`config.mk`:
```
export PLATFORM = sky130hd
export DESIGN_NAME = mm_job_scheduler
export DESIGN_NICKNAME = d
export VERILOG_FILES = /design/src/rtl/mm_job_scheduler.sv
export SDC_FILE = /design/constraint.sdc
export NUM_CORES = 1
export LEC_CHECK = 0
export ABC_AREA = 0
export BUFFER_PORTS_ARGS = -buffer_cell sky130_fd_sc_hd__buf_2
export CORE_MARGIN = 2
export CORE_UTILIZATION = 45
export DETAILED_ROUTE_END_ITERATION = 10
export GPL_TIMING_DRIVEN = 0
export PLACE_DENSITY_LB_ADDON = 0.15
export SLEW_MARGIN = 10
export SYNTH_ARGS = -nofsm -noshare
export SYNTH_HDL_FRONTEND = slang
export SYNTH_SLANG_ARGS = --single-unit
```
`constraint.sdc`:
```
create_clock -name i_clk -period 2.64 [get_ports i_clk]
set_input_delay 0.396 -clock i_clk [delete_from_list [all_inputs] [get_ports i_clk]]
set_output_delay 0.396 -clock i_clk [all_outputs]
set_load 0.03 [all_outputs]
```
`src/rtl/mm_job_scheduler.sv`:
```
// Round-robin job scheduler that shares one matrix-multiply engine between
// NREQ requesters. It arbitrates and captures one job, then starts the engine.
// It waits for the engine's done or aborts on timeout. It returns a
// per-requester done or err pulse, and it waits for the engine's done to drop
// before it arbitrates again.
module mm_job_scheduler #(
  parameter int NREQ    = 4,
  parameter int AW      = 32,
  parameter int TIMEOUT = 1024,
  parameter int TW      = 16,
  parameter int CW      = 16,
  localparam int OW     = (NREQ > 1) ? $clog2(NREQ) : 1
) (
  input  logic               i_clk,
  input  logic               i_rst_n,
  input  logic [NREQ-1:0]    i_req,
  input  logic [NREQ*AW-1:0] i_addr,
  input  logic [NREQ-1:0]    i_mode,
  output logic [NREQ-1:0]    o_ack,
  output logic [NREQ-1:0]    o_done,
  output logic [NREQ-1:0]    o_err,
  output logic               o_mm_start,
  output logic [AW-1:0]      o_mm_addr,
  output logic               o_mm_mode,
  input  logic               i_mm_done,
  output logic               o_busy,
  output logic [OW-1:0]      o_owner,
  output logic [CW-1:0]      o_job_cnt
);

  typedef enum logic [1:0] {
    S_IDLE,
    S_START,
    S_WAIT,
    S_DRAIN
  } state_t;

  state_t          state_q, state_d;
  logic [OW-1:0]   rr_q, rr_d;
  logic [OW-1:0]   owner_d;
  logic [TW-1:0]   timer_q, timer_d;
  logic [CW-1:0]   cnt_d;
  logic [NREQ-1:0] ack_d, done_d, err_d;
  logic            start_d;
  logic            capture;
  logic            win_valid;
  logic [OW-1:0]   win_idx;

  // Round-robin pick: the first requester at or above rr_q, with wrap. The
  // loop runs from the farthest offset down, so the nearest request wins.
  always_comb begin
    // NOTE: every variable written here gets a default first; a missing
    // default on any path would infer a latch.
    win_valid = 1'b0;
    win_idx   = '0;
    for (int i = NREQ - 1; i >= 0; i--) begin
      int slot;
      slot = int'(rr_q) + i;
      if (slot >= NREQ) slot = slot - NREQ;
      if (i_req[slot]) begin
        win_valid = 1'b1;
        win_idx   = OW'(slot);
      end
    end
  end

  // Next-state logic and the next values of the registered pulses/datapath.
  always_comb begin
    state_d = state_q;
    rr_d    = rr_q;
    owner_d = o_owner;
    timer_d = timer_q;
    cnt_d   = o_job_cnt;
    ack_d   = '0;
    done_d  = '0;
    err_d   = '0;
    start_d = 1'b0;
    capture = 1'b0;
    unique case (state_q)
      S_IDLE: begin
        if (win_valid) begin
          capture        = 1'b1;
          owner_d        = win_idx;
          ack_d[win_idx] = 1'b1;
          state_d        = S_START;
        end
      end
      S_START: begin
        // The start strobe is registered, so the engine sees it in the first
        // WAIT cycle. That cycle also has timer 0, which keeps the timeout
        // measured from the visible start.
        start_d = 1'b1;
        timer_d = '0;
        state_d = S_WAIT;
      end
      S_WAIT: begin
        timer_d = timer_q + TW'(1);
        if (i_mm_done) begin
          // done takes priority over a timeout that expires in the same cycle
          done_d[o_owner] = 1'b1;
          cnt_d           = o_job_cnt + CW'(1);
          state_d         = S_DRAIN;
        end else if (timer_q == TW'(TIMEOUT - 1)) begin
          err_d[o_owner] = 1'b1;
          state_d        = S_DRAIN;
        end
      end
      S_DRAIN: begin
        // Hold off the next arbitration while the engine still shows the old done.
        if (!i_mm_done) begin
          rr_d    = (o_owner == OW'(NREQ - 1)) ? '0 : o_owner + OW'(1);
          state_d = S_IDLE;
        end
      end
      default: state_d = S_IDLE;
    endcase
  end

  // State, pointer, timer, counter and registered outputs.
  always_ff @(posedge i_clk or negedge i_rst_n) begin
    if (!i_rst_n) begin
      state_q    <= S_IDLE;
      rr_q       <= '0;
      timer_q    <= '0;
      o_owner    <= '0;
      o_job_cnt  <= '0;
      o_ack      <= '0;
      o_done     <= '0;
      o_err      <= '0;
      o_mm_start <= 1'b0;
      o_mm_addr  <= '0;
      o_mm_mode  <= 1'b0;
    end else begin
      // NOTE: sequential state uses non-blocking assignments, so every
      // register samples the pre-edge values and ordering between them
      // cannot matter.
      state_q    <= state_d;
      rr_q       <= rr_d;
      timer_q    <= timer_d;
      o_owner    <= owner_d;
      o_job_cnt  <= cnt_d;
      o_ack      <= ack_d;
      o_done     <= done_d;
      o_err      <= err_d;
      o_mm_start <= start_d;
      if (capture) begin
        o_mm_addr <= i_addr[int'(win_idx)*AW +: AW];
        o_mm_mode <= i_mode[win_idx];
      end
    end
  end

  assign o_busy = (state_q != S_IDLE);

endmodule
```
* After elaboration in Yosys (flattened, before gate mapping) *
Cells that the tools add are included.

storage, ports and cells
  flip-flop bits (word level) = 84
  word-level logic and storage cells = 99
  output and inout bits = 65

cells by class
  magnitude comparators = 12
  equal/unequal tests = 8
  multiplexer cells = 47
  bitwise operators = 1
  shift operators = 1
  add/subtract/negate cells = 10
  reduce and logical (&&, ||, !) cells = 9

operators by type and width
  cell                                                                                  count
  32-bit by 4-bit less-than comparator with 1-bit output (second input constant)        4
  32-bit two-way mux                                                                    4
  128-bit by 8-bit indexed part select with 32-bit output                               1
  16-bit by 1-bit adder with 16-bit output (second input constant)                      2
  16-bit case mux with 2 select lines                                                   1
  4-bit two-way mux                                                                     7
  1-bit two-way mux                                                                     18
  2-bit two-way mux                                                                     9
  16-bit by 10-bit equality test with 1-bit output (second input constant)              1
  3-bit by 3-bit subtractor with 4-bit output (second input constant)                   3
  1-bit binary-select mux with 2-bit select                                             5
  3-bit greater-or-equal comparator (second input constant)                             3
  2-bit case mux with 4 select lines                                                    1
  2-bit by 2-bit adder with 3-bit output (second input constant)                        2
  2-bit equality test (second input constant)                                           3
  2-bit by 3-bit less-than comparator with 1-bit output (second input constant)         2
  2-bit AND reduction                                                                   3
  1-bit demux with 2-bit select                                                         2
  2-bit by 1-bit greater-or-equal comparator with 1-bit output (second input constant)  2
  2-bit != test (second input constant)                                                 2
  2-bit nonzero test                                                                    2
  2-bit by 3-bit subtractor with 4-bit output (second input constant)                   1
  2-bit by 1-bit adder with 3-bit output (second input constant)                        1
  2-bit by 3-bit greater-or-equal comparator with 1-bit output (second input constant)  1
  other kinds (7)                                                                       8

* Depth between registers and ports, before layout *
Gate-level depths: netlist of run 1.

  word-level depth = 16
  mapped depth = 8
  mapped depth without buffers = 7

* Least setup slack after synthesis of run 1 *
OpenSTA, ideal clock, no wires.

  path kind = register -> register
  start point = register state_q[0]
  end point = register o_mm_addr[10]
  path buffers = 1
  cell stages (with the launch flop) = 8
  library setup time = 142 ps
  path slack = 925 ps
  arrival time = 1,573 ps
  path through = dfrtp_1 -> inv_1 -> ha_1 -> inv_1 -> nor2_1 -> nand2_1 -> clkbuf_1 -> o221ai_1

on the way
  word-level cells in the longest chain between the ends = 2

RTL lines
  item                      RTL line  text
  start: declaration        38        state_t state_q, state_d;
  start signal: assignment  137       state_q <= state_d;
  2-bit logical NOT         79        unique case (state_q)
  1-bit two-way mux         79
  end signal: assignment    147       o_mm_addr <= i_addr[int'(win_idx)*AW +: AW];
  end: declaration          23        output logic [AW-1:0] o_mm_addr,

No other way between the ends.
A chain may end at the register's enable or synchronous reset.

* Worst setup path in the final report of run 1 *
  start point = register state_q[0]
  end point = register o_mm_addr[0]

Same word-level chain as after synthesis.

==> out/results.txt, run 1 <==
Adder-Cell Fraction of Synth Area -> 0.0287
setup violators final -> 0
hpwl dp -> 8940 µm
synth warn -> 0
MaxCap Viol Count -> 0
worst hold slack -> 350 ps
clock sink count -> 84
fin crit share -> 0.742
Fmax -> 511 MHz
Antenna Nets Post-Route -> 0
Final Hold Viols -> 0
status -> finished clean
switching pwr -> 2620 µW
final WL -> 11400 µm
RSZ-0062 raised after global routing -> false
Clk pwr share -> 0.154
Internal -> 3110 µW
Setup Fix Bufs, Post-CTS -> 0
post-synthesis xor/xnor area fraction -> 0.0482
synth unique cells -> 34
Reg clk slew, reported paths -> 90 ps
vias -> 3844
TritonCTS clock tree -> done
Worst EP required -> 2850 ps
Starting DRT DRC Count -> 130
TNS Setup -> 0 ps
Worst-Skew Late Latency -> 350 ps
FP Rows -> 35
main combinational cell family by area after synthesis -> multiplexers
Hold WC Path Type -> input pin to flip-flop
clk_skew -> 11.7 ps
IO Count -> 204
Setup crit end kind -> flip-flop
Max Buffers Root-to-Sink -> 2
die area -> 10500 µm²
Slew Viols, Final -> 0
Die H -> 102 µm
Pleak -> 0.00314 µW
CTS root buffer -> clkbuf_8
Post-Syn Area per Cell -> 10.8 µm²
First-pass DRT Iterations -> 5
GP Congestion -> 0.844
largest net degree at the start of global routing -> 66
Power Total -> 5730 µW
fin worst setup slack -> 681 ps
startpoint types -> flip-flop
worst hold path stage count -> 3
NumNets Final -> 768
headroom to the max-slew limit -> 0.667
number of global-route vias before repair -> 3666
worst IR drop on VDD -> 0.439 mV
core footprint -> 9330 µm²
mux share of post-synthesis cell area -> 0.164
power density cells -> 993 nW/µm²
Syn Inst Count -> 403
gr ovfl total -> 0
H-Tree Depth -> 3
FF-to-FF path depth -> 7
drt drc -> 0
layout cells sized above 1 -> 0.381
port buffer count -> 203
DP Area -> 5570 µm²
CTS buffer count -> 9
net count after synthesis -> 552
first-pass GRT wire length -> 17100 µm
CP Max Fanout -> 10
reg2reg start -> state_q[0]
Mapped Area -> 4360 µm²
Synth Area in Simple Gates -> 0.144
Area growth syn-to-layout -> 32.3%
Die W -> 102 µm
initial antenna violation count -> 1
Starting Density -> 0.467
hold endpoint -> o_mm_addr[2]
post-synthesis compound-gate area fraction -> 0.0953
R2R Setup Slk -> 680 ps
post-route cell area -> 5770 µm²
worst reg2reg path endpoint -> o_mm_addr[0]
Final min period -> 1960 ps
Least-Margin Pin Slew -> 500 ps
Logic pwr share -> 0.513
hold path startpoint -> i_addr[34]
fillers -> 812
drt wl/cell -> 15.2 µm
Net Sw Frac -> 0.458
Flop pwr share -> 0.333
Crit path arrival time -> 2170 ps
sequential area share after synthesis -> 0.482
Total GRT Usage -> 0.213
FF+latch count, synth -> 84
number of vias per cell -> 5.10
pre-CTS setup slack -> 437 ps
critical path class -> flip-flop to flip-flop
## per-layer routing
layer  GRT usage  up-vias  wire, µm
li1            -     1882         -
met1       0.262     1817      4770
met2       0.369      128      5720
met3      0.0410       15       702
met4      0.0862        2       211
met5           0        -        17
## registers in the layout (all words and copies together), names as in the netlist, 4 cells and up
name / cells
o_ack: 4
o_done: 4
o_err: 4
o_job_cnt: 16
o_mm_addr: 32
timer_q: 16
## synth_stat cells (all sizes together)
| library cell | number | area, µm² |
|---|---|---|
| o221ai | 33 | 289 |
| dfrtp | 84 | 2100 |
| or2 | 1 | 6.26 |
| a211o | 1 | 8.76 |
| nand4 | 6 | 37.5 |
| o31ai | 2 | 15.0 |
| and3 | 9 | 56.3 |
| mux2i | 68 | 681 |
| clkbuf | 9 | 33.8 |
| nor4 | 2 | 12.5 |
| a2bb2oi | 1 | 15.0 |
| nor2 | 22 | 82.6 |
| a221o | 1 | 10.0 |
| and2 | 8 | 50.1 |
| o21ai | 10 | 50.1 |
| nand3 | 13 | 65.1 |
| a21boi | 1 | 7.51 |
| a21oi | 4 | 20.0 |
| mux2 | 3 | 33.8 |
| ha | 10 | 125 |
| xor2 | 12 | 105 |
| and4 | 3 | 26.3 |
| buf | 13 | 100 |
| xnor2 | 12 | 105 |
| nand2b | 7 | 43.8 |
| or3 | 3 | 18.8 |
| inv | 8 | 30.0 |
| nand2 | 50 | 188 |
| nor3b | 2 | 15.0 |
| nor3 | 3 | 15.0 |
| nor2b | 2 | 12.5 |
## repair_timing
item,in CTS,in global routing
resized for setup,0,0
endpoints found under the hold margin,19,0
hold buffers,1,0
endpoints found under the setup margin,0,0
## layout by cell type, fill, tap and decap left out, drive strengths merged, types with 3 or more instances in the layout
cell type and instances:
nor2 22, nand3 13, inv 13, nand4 6, mux2 3, buf 217, nand2b 7, nand2 50
o221ai 33, and3 9, xor2 12, a21oi 4, or3 3, dfrtp 84, and2 8, mux2i 68
o21ai 10, nor3 3, and4 3, ha 10, xnor2 12, clkbuf 18
## cells by family after synthesis
family / after synthesis
AO/OA/AOI/OAI: 53
XOR/XNOR: 24
adder cells (fa/ha/maj): 10
buffers and inverters: 30
flip-flops: 84
multiplexers: 71
AND/OR/NAND/NOR: 131
## cell type report
type	count	area, µm²	area share
buffer	22	134	0.0232
antenna	1	2.50	0.000434
multi-input combinational	289	2090	0.363
sequential	84	2100	0.364
timing repair buffer	205	1060	0.183
clock buffer	9	124	0.0215
clock inverter	7	66.3	0.0115
inverter	8	30.0	0.00520
tap	129	161	0.0280
## critical path: stages (launching register included)
cell and delay, ps:
dfrtp_1 380, inv_1 90, ha_1 240, inv_1 100
nor2_1 70, nand2_1 310, clkbuf_1 430, o221ai_1 190
## how the worst max path moves through the flow
stage	start	slack, ps	depth (start not counted)	to
after floorplan	state_q[0]	920	7	o_mm_addr[10]
after global placement	i_req[0]	470	6	o_mm_addr[17]
after detailed placement	i_req[0]	440	6	o_mm_addr[9]
after CTS	state_q[0]	680	7	o_mm_addr[8]
after global routing	state_q[0]	470	7	o_mm_addr[9]
final	state_q[0]	680	7	o_mm_addr[0]
## power groups by stage
stage | clock network (µW) | logic (µW) | registers (µW)
global placement | 0 | 2930 | 1920
floorplan | 0 | 1440 | 2560
detailed placement | 0 | 2980 | 1930
global route | 974 | 3210 | 1960
CTS | 909 | 2980 | 1910
finish | 881 | 2940 | 1910
## metrics by stage
| stage | cells | util |
|---|---|---|
| after floorplan | 403 | - |
| after global placement | 735 | 0.594 |
| after detailed placement | 736 | 0.597 |
| after CTS | 753 | 0.618 |
| after global routing | 753 | 0.618 |
| final | 754 | 0.619 |
No activity file was read; power rests on OpenSTA's default activity.
==> inputs of run 2 (changes only) <==
--- a/config.mk
+++ b/config.mk
@@ -8,7 +8,7 @@
 export ABC_AREA = 0
 export BUFFER_PORTS_ARGS = -buffer_cell sky130_fd_sc_hd__buf_2
 export CORE_MARGIN = 2
-export CORE_UTILIZATION = 45
+export CORE_UTILIZATION = 42
 export DETAILED_ROUTE_END_ITERATION = 10
 export GPL_TIMING_DRIVEN = 0
 export PLACE_DENSITY_LB_ADDON = 0.15
==> constraint.sdc (replaced) <==
create_clock -name i_clk -period 1.58 [get_ports i_clk]
set_input_delay 0.237 -clock i_clk [delete_from_list [all_inputs] [get_ports i_clk]]
set_output_delay 0.237 -clock i_clk [all_outputs]
set_load 0.03 [all_outputs]
==> run 2 against run 1 <==
The flow now finishes with violations (negative setup slack). Power up 90%. Count of clock-buffer cells in the layout up 2. Sequential power up 69%. Combinational power up 120%. Die area up 6.9%. First-iteration DRC count up 38%. Cell count up 5.3%. Sequential share of layout area down 4.3 points. Maximum frequency up 13%. Setup slack worse by 840 ps.
==> out/results.txt, run 2 (synthesis results as in run 1) <==
status -> finished, violations left
failing checks -> negative setup slack
Worst-Skew Late Latency -> 350 ps (about the same)
Hold WC Path Type -> input pin to flip-flop
commonest non-fill, non-tap cells in the layout -> buf_2, dfrtp_1, mux2i_1, nand2_1
fin crit share -> 1.10 (+0.359)
clk_skew -> 11.8 ps (+0.153 ps)
Least-Margin Pin Slew -> 547 ps (+47.0 ps)
headroom to the max-slew limit -> 0.632 (-0.0344)
TNS Setup -> -3840 ps (-3840 ps)
startpoint types -> flip-flop
Internal -> 6150 µW (+98%)
FF-to-FF path depth -> 7 (unchanged)
Clk pwr share -> 0.122 (-0.032)
Antenna Nets Post-Route -> 0 (unchanged)
Total GRT Usage -> 0.219 (+0.00618)
Pleak -> 0.00347 µW (+11%)
FP Rows -> 37 (+5.7%)
Net Sw Frac -> 0.435 (-0.0223)
crit path launch -> state_q[1]
port buffer count -> 203 (unchanged)
critical path class -> flip-flop to flip-flop
Flop pwr share -> 0.297 (-0.036)
Reg with most FFs -> o_mm_addr
power density cells -> 1660 nW/µm² (+68%)
vias -> 4056 (+5.5%)
first-pass GRT wire length -> 19500 µm (+14%)
worst reg2reg path endpoint -> o_job_cnt[11]
Final min period -> 1740 ps (-220 ps)
ANT cells -> 0 (-1)
Worst path slowest cell -> dfrtp_1
hpwl dp -> 9040 µm (+1.2%)
Reg clk slew, reported paths -> 90 ps (about the same)
number of vias per cell -> 5.11 (+0.20%)
Logic pwr share -> 0.581 (+0.068)
initial antenna violation count -> 0 (-1)
Die W -> 106 µm (+3.4%)
IO Count -> 204 (unchanged)
TritonCTS clock tree -> done
final core occ -> 0.643 (+0.0244)
Die H -> 106 µm (+3.4%)
Setup crit end kind -> flip-flop
Starting Density -> 0.428 (-0.0393)
Crit path arrival time -> 1980 ps (-190 ps)
CTS root buffer -> clkbuf_8
drt drc -> 0 (unchanged)
core footprint -> 10200 µm² (+9.2%)
NumNets Final -> 803 (+4.6%)
First-pass DRT Iterations -> 4 (-1)
CTS buffer count -> 9 (unchanged)
fin worst setup slack -> -159 ps (-840 ps)
reg2reg start -> state_q[1]
number of global-route vias before repair -> 3950 (+7.7%)
Setup crit end -> o_job_cnt[11]
MaxCap Viol Count -> 0 (unchanged)
Slew Viols, Final -> 0 (unchanged)
Max Buffers Root-to-Sink -> 2 (unchanged)
CP Max Fanout -> 4 (-6)
RSZ-0062 raised after global routing -> true
stages on the worst setup path -> 7 (unchanged)
worst IR drop on VDD -> 0.912 mV (+110%)
Worst EP required -> 1820 ps (-1030 ps)
layout cells sized above 1 -> 0.500 (+0.119)
clock sink count -> 84 (unchanged)
Layout Cells excl Fill -> 794 (+5.3%)
CP cell instances -> buf_6 -> ha_4 -> and4_4 -> and3_4 -> nand4_1 -> buf_4 -> xnor2_2
commonest non-fill, non-tap cell in the layout -> buf_2
GP Congestion -> 0.768 (-8.9%)
max reg flops -> 32 (unchanged)
switching pwr -> 4740 µW (+81%)
Fmax -> 575 MHz (+13%)
Starting DRT DRC Count -> 179 (+38%)
Buffers & Inverters on Critical Path -> 2 (-1)
Final Hold Viols -> 0 (unchanged)
Largest regs -> o_mm_addr (32), o_job_cnt (16), timer_q (16)
final WL -> 12700 µm (+11%)
slowest stage delay, CP -> 430 ps (about the same)
Inst Count DP -> 743 (+0.95%)
gr ovfl total -> 0 (unchanged)
setup violators final -> 42 (+42)
die area -> 11200 µm² (+6.9%)
R2R Setup Slk -> -160 ps (-840 ps)
critical path's top delay family -> simple AND/OR/NAND/NOR gates
largest net degree at the start of global routing -> 50 (-24%)
H-Tree Depth -> 3 (unchanged)
Area growth syn-to-layout -> 50.2%
drt wl/cell -> 15.9 µm (+5.2%)
run 2: cell count changes in the layout (fill, tap and decap cells not counted), moves of 5 or more:
cell	previous run	this run
buf_12	0	8
buf_2	207	202
nor2_1	22	16
mux2i_1	68	63
buf_6	2	7
clkbuf_1	9	2
nand3_1	13	8
mux2i_2	0	5
buf_4	6	30
run 2: worst min-delay path by stage:
stage / cells past startpoint / from / to
after floorplan: 0 / i_rst_n / o_ack[0]
after global placement: 1 / o_job_cnt[15] / o_job_cnt[15]
after detailed placement: 1 / i_rst_n / timer_q[0]
after CTS: 3 / i_addr[37] / o_mm_addr[5]
after global routing: 3 / i_addr[34] / o_mm_addr[2]
final: 3 / i_addr[39] / o_mm_addr[7]
run 2: worst reg2reg max path, cell delays in order (launching register included):
cell and delay (ps):
dfrtp_1 430, buf_6 130, ha_4 130, and4_4 220, and3_4 200, nand4_1 190, buf_4 210, xnor2_2 120
run 2: layout make-up:
type,instances,area (µm²)
Inverter,8,30.0
Clock inverter,4,27.5
Timing Repair Buffer,242,1450
Fill cell,854,3640
Clock buffer,11,131
Multi-Input combinational cell,289,2390
Tap cell,136,170
Buffer,20,243
Sequential cell,84,2110
run 2: per-layer routing:
layer  global-route usage  vias to the layer above  part of all wire
li1                     -                     1950                 -
met1                0.287                     1953              0.43
met2                0.371                      137              0.50
met3               0.0380                       16             0.057
met4               0.0705                        0             0.019
met5                    0                        -                 0
run 2: power by group through the flow:
stage          logic, µW  registers [µW]  clock network [µW]
6_report            6330            3230                1330
5_1_grt             6820            3310                1430
4_1_cts             5810            3210                1360
3_5_place_dp        5030            3240                   0
3_3_place_gp        4940            3210                   0
2_1_floorplan       2450            4280                   0
run 2: what timing repair did:
| item | in CTS | in global routing |
|---|---|---|
| hold endpoints to repair | 35 | 0 |
| cloned | 1 | 3 |
| endpoints found under the setup margin | 67 | 66 |
| setup buffers | 27 | 6 |
| pin swaps | 14 | 24 |
| gates resized for setup | 61 | 46 |
| hold buffers | 1 | 0 |
run 2: stage by stage:
stage	setup WS [ps]	power [µW]	cell area (µm²)	hold slack, ps
6_report	-159	10900	6550	187
5_1_grt	-259	11600	6550	190
4_1_cts	-124	10400	6260	180
3_5_place_dp	-494	8270	5610	232
3_3_place_gp	-451	8140	5580	455
2_1_floorplan	-30.2	6740	4390	-58.6
